$ cat src/rtl/uart_pkg.sv
// Shared constants, FSM encoding and prescaler helper for the UART receiver.
package uart_pkg;

  localparam int PARITY_NONE = 0;
  localparam int PARITY_EVEN = 1;
  localparam int PARITY_ODD  = 2;

  typedef enum logic [2:0] {
    S_IDLE,
    S_START,
    S_DATA,
    S_PARITY,
    S_STOP,
    S_BRK_WAIT
  } state_t;

  // Rounded clocks per oversample tick, minus one (the down-counter reload).
  function automatic int calc_reload(input int sys_clk, input int baud_rate, input int division);
    int per_tick;
    per_tick = baud_rate * division;
    return (sys_clk + per_tick / 2) / per_tick - 1;
  endfunction

endpackage

$ cat src/rtl/uart_baud_tick.sv
// Oversample prescaler: one-clock tick every RELOAD+1 clocks, restartable.
module uart_baud_tick #(
  parameter int RELOAD = 26
) (
  input  logic clk,
  input  logic rst,
  input  logic i_restart,
  output logic o_tick
);

  localparam int CW = (RELOAD > 0) ? $clog2(RELOAD + 1) : 1;

  logic [CW-1:0] r_cnt;

  always_ff @(posedge clk) begin
    if (rst) begin
      r_cnt <= '0;
    end else if (i_restart || r_cnt == '0) begin
      r_cnt <= CW'(RELOAD);
    end else begin
      r_cnt <= r_cnt - 1'b1;
    end
  end

  assign o_tick = (r_cnt == '0);

endmodule

$ cat src/rtl/uart_rx_param.sv
// Oversampled UART receiver with majority vote and valid/ready output.
// Optional break detection when UART_RX_BREAK_DET_EN is defined.
module uart_rx_param
  import uart_pkg::*;
#(
  parameter int SYS_CLK   = 50000000,
  parameter int BAUD_RATE = 115200,
  parameter int DIVISION  = 16,
  parameter int DATA_BITS = 8,
  parameter int PARITY    = 0,
  parameter int STOP_BITS = 1
) (
  input  logic                 clk,
  input  logic                 rst,
  input  logic                 i_rx_d,
  input  logic                 i_ready,
  output logic [DATA_BITS-1:0] o_data,
  output logic                 o_valid,
  output logic                 o_parity_err,
  output logic                 o_frame_err,
  output logic                 o_overrun,
  output logic                 o_busy
`ifdef UART_RX_BREAK_DET_EN
  ,
  output logic                 o_break
`endif
);

  localparam int RELOAD = calc_reload(SYS_CLK, BAUD_RATE, DIVISION);
  localparam int SW     = $clog2(DIVISION);
  localparam int MID    = DIVISION / 2;
  localparam int BW     = 4;

  state_t               r_state, w_next;
  logic [1:0]           r_sync, r_fill;
  logic                 r_armed;
  logic [SW-1:0]        r_s, w_s_nxt;
  logic                 r_v0, r_v1;
  logic [BW-1:0]        r_bit_cnt;
  logic [DATA_BITS-1:0] r_shift, r_data;
  logic                 r_par_err, r_frm_err;
  logic                 r_valid, r_par_out, r_frm_out, r_overrun;
  logic                 w_rx, w_tick, w_start_det, w_dec, w_vote;
  logic                 w_last_data, w_last_stop, w_done, w_break, w_load;
`ifdef UART_RX_BREAK_DET_EN
  logic                 r_all_zero, r_break, w_brk_release;
`endif

  uart_baud_tick #(.RELOAD(RELOAD)) u_tick (
    .clk       (clk),
    .rst       (rst),
    .i_restart (w_start_det),
    .o_tick    (w_tick)
  );

  assign w_rx        = r_sync[1];
  assign w_start_det = (r_state == S_IDLE) && w_tick && !w_rx && r_armed;
  assign w_s_nxt     = (r_s == SW'(DIVISION - 1)) ? '0 : r_s + 1'b1;
  assign w_dec       = w_tick && (w_s_nxt == SW'(MID + 1)) &&
                       (r_state inside {S_START, S_DATA, S_PARITY, S_STOP});
  assign w_vote      = (r_v0 & r_v1) | (r_v0 & w_rx) | (r_v1 & w_rx);
  assign w_last_data = (r_bit_cnt == BW'(DATA_BITS - 1));
  assign w_last_stop = (r_bit_cnt == BW'(STOP_BITS - 1));
  assign w_done      = (r_state == S_STOP) && w_dec && w_last_stop;
`ifdef UART_RX_BREAK_DET_EN
  assign w_break       = w_done && r_all_zero && !w_vote;
  assign w_brk_release = (r_state == S_BRK_WAIT) && w_tick && w_rx &&
                         (r_s == SW'(DIVISION - 1));
`else
  assign w_break = 1'b0;
`endif
  assign w_load = w_done && !w_break;

  always_ff @(posedge clk) begin
    if (rst) r_state <= S_IDLE;
    else     r_state <= w_next;
  end

  // NOTE: next state defaults to the current state so this block never infers a latch.
  always_comb begin
    w_next = r_state;
    case (r_state)
      S_IDLE:   if (w_start_det) w_next = S_START;
      S_START:  if (w_dec) w_next = w_vote ? S_IDLE : S_DATA;
      S_DATA:   if (w_dec && w_last_data)
                  w_next = (PARITY != PARITY_NONE) ? S_PARITY : S_STOP;
      S_PARITY: if (w_dec) w_next = S_STOP;
`ifdef UART_RX_BREAK_DET_EN
      S_STOP:     if (w_done) w_next = w_break ? S_BRK_WAIT : S_IDLE;
      S_BRK_WAIT: if (w_brk_release) w_next = S_IDLE;
`else
      S_STOP:     if (w_done) w_next = S_IDLE;
`endif
      default:  w_next = S_IDLE;
    endcase
  end

  // NOTE: synchronous reset; the synchroniser resets to idle-high so reset never looks like a start.
  always_ff @(posedge clk) begin
    if (rst) begin
      r_sync    <= 2'b11;
      r_fill    <= '0;
      r_armed   <= 1'b0;
      r_s       <= '0;
      r_v0      <= 1'b0;
      r_v1      <= 1'b0;
      r_bit_cnt <= '0;
      r_shift   <= '0;
      r_par_err <= 1'b0;
      r_frm_err <= 1'b0;
      r_data    <= '0;
      r_valid   <= 1'b0;
      r_par_out <= 1'b0;
      r_frm_out <= 1'b0;
      r_overrun <= 1'b0;
`ifdef UART_RX_BREAK_DET_EN
      r_all_zero <= 1'b0;
      r_break    <= 1'b0;
`endif
    end else begin
      r_sync <= {r_sync[0], i_rx_d};
      r_fill <= {r_fill[0], 1'b1};
      // Arm only once a genuine pin sample has reached the synchroniser output and is high.
      if (r_fill[1] && w_rx) r_armed <= 1'b1;

      if (w_start_det) r_s <= '0;
`ifdef UART_RX_BREAK_DET_EN
      else if (w_break) r_s <= '0;
      else if (r_state == S_BRK_WAIT && w_tick) r_s <= w_rx ? w_s_nxt : '0;
`endif
      else if (w_tick) r_s <= w_s_nxt;

      if (w_tick && w_s_nxt == SW'(MID - 1)) r_v0 <= w_rx;
      if (w_tick && w_s_nxt == SW'(MID))     r_v1 <= w_rx;

      if (w_start_det) begin
        r_bit_cnt <= '0;
        r_par_err <= 1'b0;
        r_frm_err <= 1'b0;
      end else if (w_dec) begin
        case (r_state)
          S_DATA: begin
            r_shift   <= {w_vote, r_shift[DATA_BITS-1:1]};
            r_bit_cnt <= w_last_data ? '0 : r_bit_cnt + 1'b1;
          end
          S_PARITY: begin
            r_par_err <= (PARITY == PARITY_EVEN) ? (w_vote ^ (^r_shift))
                                                 : ~(w_vote ^ (^r_shift));
          end
          S_STOP: begin
            r_bit_cnt <= w_last_stop ? '0 : r_bit_cnt + 1'b1;
            if (!w_vote) r_frm_err <= 1'b1;
          end
          default: r_bit_cnt <= '0;
        endcase
      end

`ifdef UART_RX_BREAK_DET_EN
      if (r_state == S_START && w_dec) r_all_zero <= 1'b1;
      else if (w_dec)                  r_all_zero <= r_all_zero & ~w_vote;
      r_break <= w_break;
`endif

      if (w_load && (!r_valid || i_ready)) begin
        r_data    <= r_shift;
        r_par_out <= (PARITY != PARITY_NONE) && r_par_err;
        r_frm_out <= r_frm_err | ~w_vote;
        r_valid   <= 1'b1;
      end else if (r_valid && i_ready) begin
        r_valid <= 1'b0;
      end
      r_overrun <= w_load && r_valid && !i_ready;
    end
  end

  assign o_data       = r_data;
  assign o_valid      = r_valid;
  assign o_parity_err = r_par_out;
  assign o_frame_err  = r_frm_out;
  assign o_overrun    = r_overrun;
  assign o_busy       = r_state inside {S_DATA, S_PARITY, S_STOP};
`ifdef UART_RX_BREAK_DET_EN
  assign o_break      = r_break;
`endif

endmodule

$ cat config.mk
export PLATFORM = sky130hd
export DESIGN_NAME = uart_rx_param
export DESIGN_NICKNAME = d
export VERILOG_FILES = /design/src/rtl/uart_pkg.sv /design/src/rtl/uart_baud_tick.sv /design/src/rtl/uart_rx_param.sv
export SDC_FILE = /design/constraint.sdc
export NUM_CORES = 1
export LEC_CHECK = 0
export CAP_MARGIN = 20
export CORE_MARGIN = 5
export CORE_UTILIZATION = 40
export DETAILED_ROUTE_END_ITERATION = 7
export GPL_TIMING_DRIVEN = 0
export PLACE_DENSITY = 0.67
export SYNTH_ARGS = -nofsm -noshare
export SYNTH_HDL_FRONTEND = slang
export SYNTH_SLANG_ARGS = --single-unit
$ cat constraint.sdc
create_clock -name clk -period 2 [get_ports clk]
set_input_delay 0.3 -clock clk [delete_from_list [all_inputs] [get_ports clk]]
set_output_delay 0.3 -clock clk [all_outputs]
set_load 0.02 [all_outputs]
==> run summary <==
=================================================================================
Result of the run ..................................................    completed
Bufs and invs on worst path ........................................            1
Average routed wire per standard cell ..............................      13.0 um
Detailed-placement wirelength estimate .............................      2.61 mm
Area growth from synthesis to final layout .........................        26.9%
Syn Nets ...........................................................          222
Worst endpoint required time .......................................      1700 ps
Bufs on Longest Clock Path .........................................            2
Critical path start-end classification ............................. flop to output port
CTS tree ...........................................................          yes
Commonest cells after routing, fill and taps aside ................. 39 x sky130_fd_sc_hd__dfxtp_1, 30 x sky130_fd_sc_hd__nor2_1, 18 x sky130_fd_sc_hd__mux2i_1, 15 x sky130_fd_sc_hd__a21oi_1
Crit path cell chain ............................................... or3b_4 -> nand2_1 -> clkdlybuf4s15_2
Pwr dens ........................................................... 1010 nW/um^2
Final-layout setup total negative slack ............................         0 ps
Static Leak ........................................................     0.875 nW
IO Port Bufs .......................................................           14
CTS root buffer .................................................... sky130_fd_sc_hd__clkbuf_8
Number of inserted filler cells in the final layout ................          446
Total die area .....................................................   6360 sq um
Overflow after GRT .................................................            0
Starting Density ...................................................        0.412
Number of warnings reported in the yosys synthesis log .............            0
Startpoint type of the worst setup path ............................         flop
Die width ..........................................................      79.7 um
Drt first-iter violations ..........................................          107
Drt first pass iters ...............................................            4
Flip-flop and latch count after synthesis ..........................           43
Diodes inserted ....................................................            0
Critical Path Sink Type ............................................  output port
Clk slew on worst S/H paths ........................................        80 ps
CP max stage delay .................................................       510 ps
Number of hold-slack violations in the final timing report .........            0
Number of buffers created by CTS ...................................            5
Final hold slack ...................................................       335 ps
Hold bufs inserted after CTS .......................................            0
Clock latency of the later-clocked register in the worst-skew pair .       290 ps
Synth Instances ....................................................          210
Routed via count ...................................................         1544
Number of setup violations in the final report .....................            0
Summed instance area of the synthesized netlist ....................   1950 sq um
Fin nets ...........................................................          250
Fraction of layout cells with a size suffix above 1 ................        0.201
Height of the die ..................................................      79.7 um
Maximum achievable frequency .......................................    0.517 GHz
Maximum number of pins on one net before global-route repair .......           14
Routed via count divided by cell count .............................         5.05
Crit-path slowest cell ............................................. sky130_fd_sc_hd__dfxtp_1
Post-layout utilization of the core ................................        0.523
Most common cell after layout, fill and taps aside ................. sky130_fd_sc_hd__dfxtp_1
Max Clock Skew .....................................................      4.49 ps
Slew Limit Fails ...................................................            0
Portion of synthesized cell area occupied by the leading cell type .        0.442
Final GP Congestion ................................................        0.725
Drt drc ............................................................            0
Antenna Violating Nets Remaining ...................................            0
Max capacitance violation total ....................................            0
Post-layout min period .............................................      1930 ps
Hold crit path type ................................................ input pin to flop
GRT Overall Usage ..................................................        0.130
Number of antenna violations at the first check in global routing ..            0
Delay-heaviest family, CP .......................................... simple AND/OR/NAND/NOR gates
Number of cell rows ................................................           25
Total core area ....................................................   4720 sq um
Average cell area after synthesis ..................................   9.26 sq um
Yosys cell types ...................................................           42
Vias in the first global route .....................................         1467
Maximum fanout along the worst path ................................            9
Leading post-synthesis cells by cell area .......................... sky130_fd_sc_hd__dfxtp_1 44%, sky130_fd_sc_hd__mux2i_1 9.3%, sky130_fd_sc_hd__nor2_1 6.0%, sky130_fd_sc_hd__ha_1 5.1%, sky130_fd_sc_hd__a21oi_1 4.1%
Multi-input gate area ..............................................   1080 sq um
Transition at the pin with the smallest max-transition slack .......       518 ps
Boundary Pins ......................................................           17
Arr. time, crit path ...............................................      1630 ps
First-pass GRT wire length .........................................      6.61 mm
Final Cycle Share ..................................................        0.967
Clock sink total ...................................................           43
Number of levels the H-tree was split into .........................            2
Worst ir drop on vdd ...............................................   0.000522 V
Register cell area after layout ....................................    866 sq um
Synth area leader .................................................. sky130_fd_sc_hd__dfxtp_1
Sequential cell area fraction in the yosys report ..................        0.442
Worst-case headroom to the max-slew limit ..........................        0.654
Detailed-route wire length .........................................      3.97 mm
=================================================================================
path summary, 6_finish.rpt:
| kind | from | end | slack (ps) | cells past startpoint |
|---|---|---|---|---|
| max reg2reg | u_tick.r_cnt[1]$_SDFF_PP0_ | r_frm_err$_SDFFE_PP0P_ | 70 | 8 |
| min reg2reg | r_sync[0]$_SDFF_PP1_ | r_sync[1]$_SDFF_PP1_ | 420 | 1 |
| min | rst | r_fill[0]$_DFF_P_ | 330 | 2 |
| max | r_state[2]$_SDFFE_PP0P_ | o_busy | 70 | 3 |
sequential cells by signal, indices dropped and copies added (netlist names):
name and cells:
r_state 3, o_overrun 1, r_v0 1, o_data 8
r_frm_err 1, r_bit_cnt 4, r_armed 1, r_v1 1
r_sync 2, u_tick.r_cnt 5, o_valid 1, r_shift 8
o_frame_err 1, r_s 4, r_fill 2
metrics by stage:
stage	std cells	power (mW)	area (sq um)	worst slack, ps
after floorplan	210	1.45	1960	-19.9
after global placement	291	1.54	2180	-424
after detailed placement	291	1.55	2180	-411
after CTS	302	2.43	2400	13.4
after global routing	306	2.62	2470	-38.3
final	306	2.48	2470	66.7
synth_stat cells, drive strengths merged:
library cell / number
dfxtp: 43
or4b: 2
or2: 3
buf: 2
o41ai: 1
o32ai: 1
o21ai: 5
nand2b: 2
nand4b: 3
conb: 1
and4bb: 1
nor4b: 1
nor4: 2
xnor2: 2
a211oi: 2
or3: 4
nor2b: 4
nand3: 7
and3: 1
inv: 11
nor2: 31
clkbuf: 7
a311oi: 2
a21oi: 17
ha: 8
o22ai: 1
o2111ai: 1
maj3: 1
mux2i: 18
nand3b: 1
xor2: 3
or3b: 2
nor3: 4
nand2: 13
a21boi: 1
o31ai: 2
cells by family (layout without fill, tap and decap cells):
kind of cell | after synthesis | count (layout) | synth area share
muxes | 18 | 18 | 0.0926
AOI/OAI and AO/OA | 33 | 33 | 0.104
other | 1 | 1 | 0.00193
buffers and inverters | 20 | 49 | 0.0424
and+or+nand+nor | 81 | 81 | 0.238
xor gates and xnor gates | 5 | 5 | 0.0225
DFF | 43 | 43 | 0.442
adders and majority gates | 9 | 9 | 0.0566
power breakdown:
part / switching, mW / leakage (nW) / internal (mW)
Clock: 0.294 / 0.0654 / 0.499
Sequential: 0.115 / 0.351 / 0.941
Combinational: 0.309 / 0.459 / 0.323
layout make-up:
cell class	count	area share
Inverter	11	0.0167
Multi-Input combinational cell	147	0.439
Timing Repair Buffer	22	0.0867
Buffer	8	0.0188
Sequential cell	43	0.351
Tap cell	67	0.0340
Clock buffer	6	0.0294
Clock inverter	2	0.0243
repair_timing:
item / CTS / global route
resized for setup: 14 / 8
endpoints found under the setup margin: 31 / 17
setup buffers: 4 / 4
pin swaps: 1 / 2
metal layers:
| metal | share of wire | wire [um] | track usage | vias up |
|---|---|---|---|---|
| li1 | - | - | - | 777 |
| met1 | 0.46 | 1820 | 0.163 | 737 |
| met2 | 0.49 | 1930 | 0.216 | 24 |
| met3 | 0.042 | 166 | 0.0384 | 6 |
| met4 | 0.013 | 52 | 0.0389 | 0 |
| met5 | 0 | 0 | 0 | - |
No activity file was read; power rests on OpenSTA's default activity.
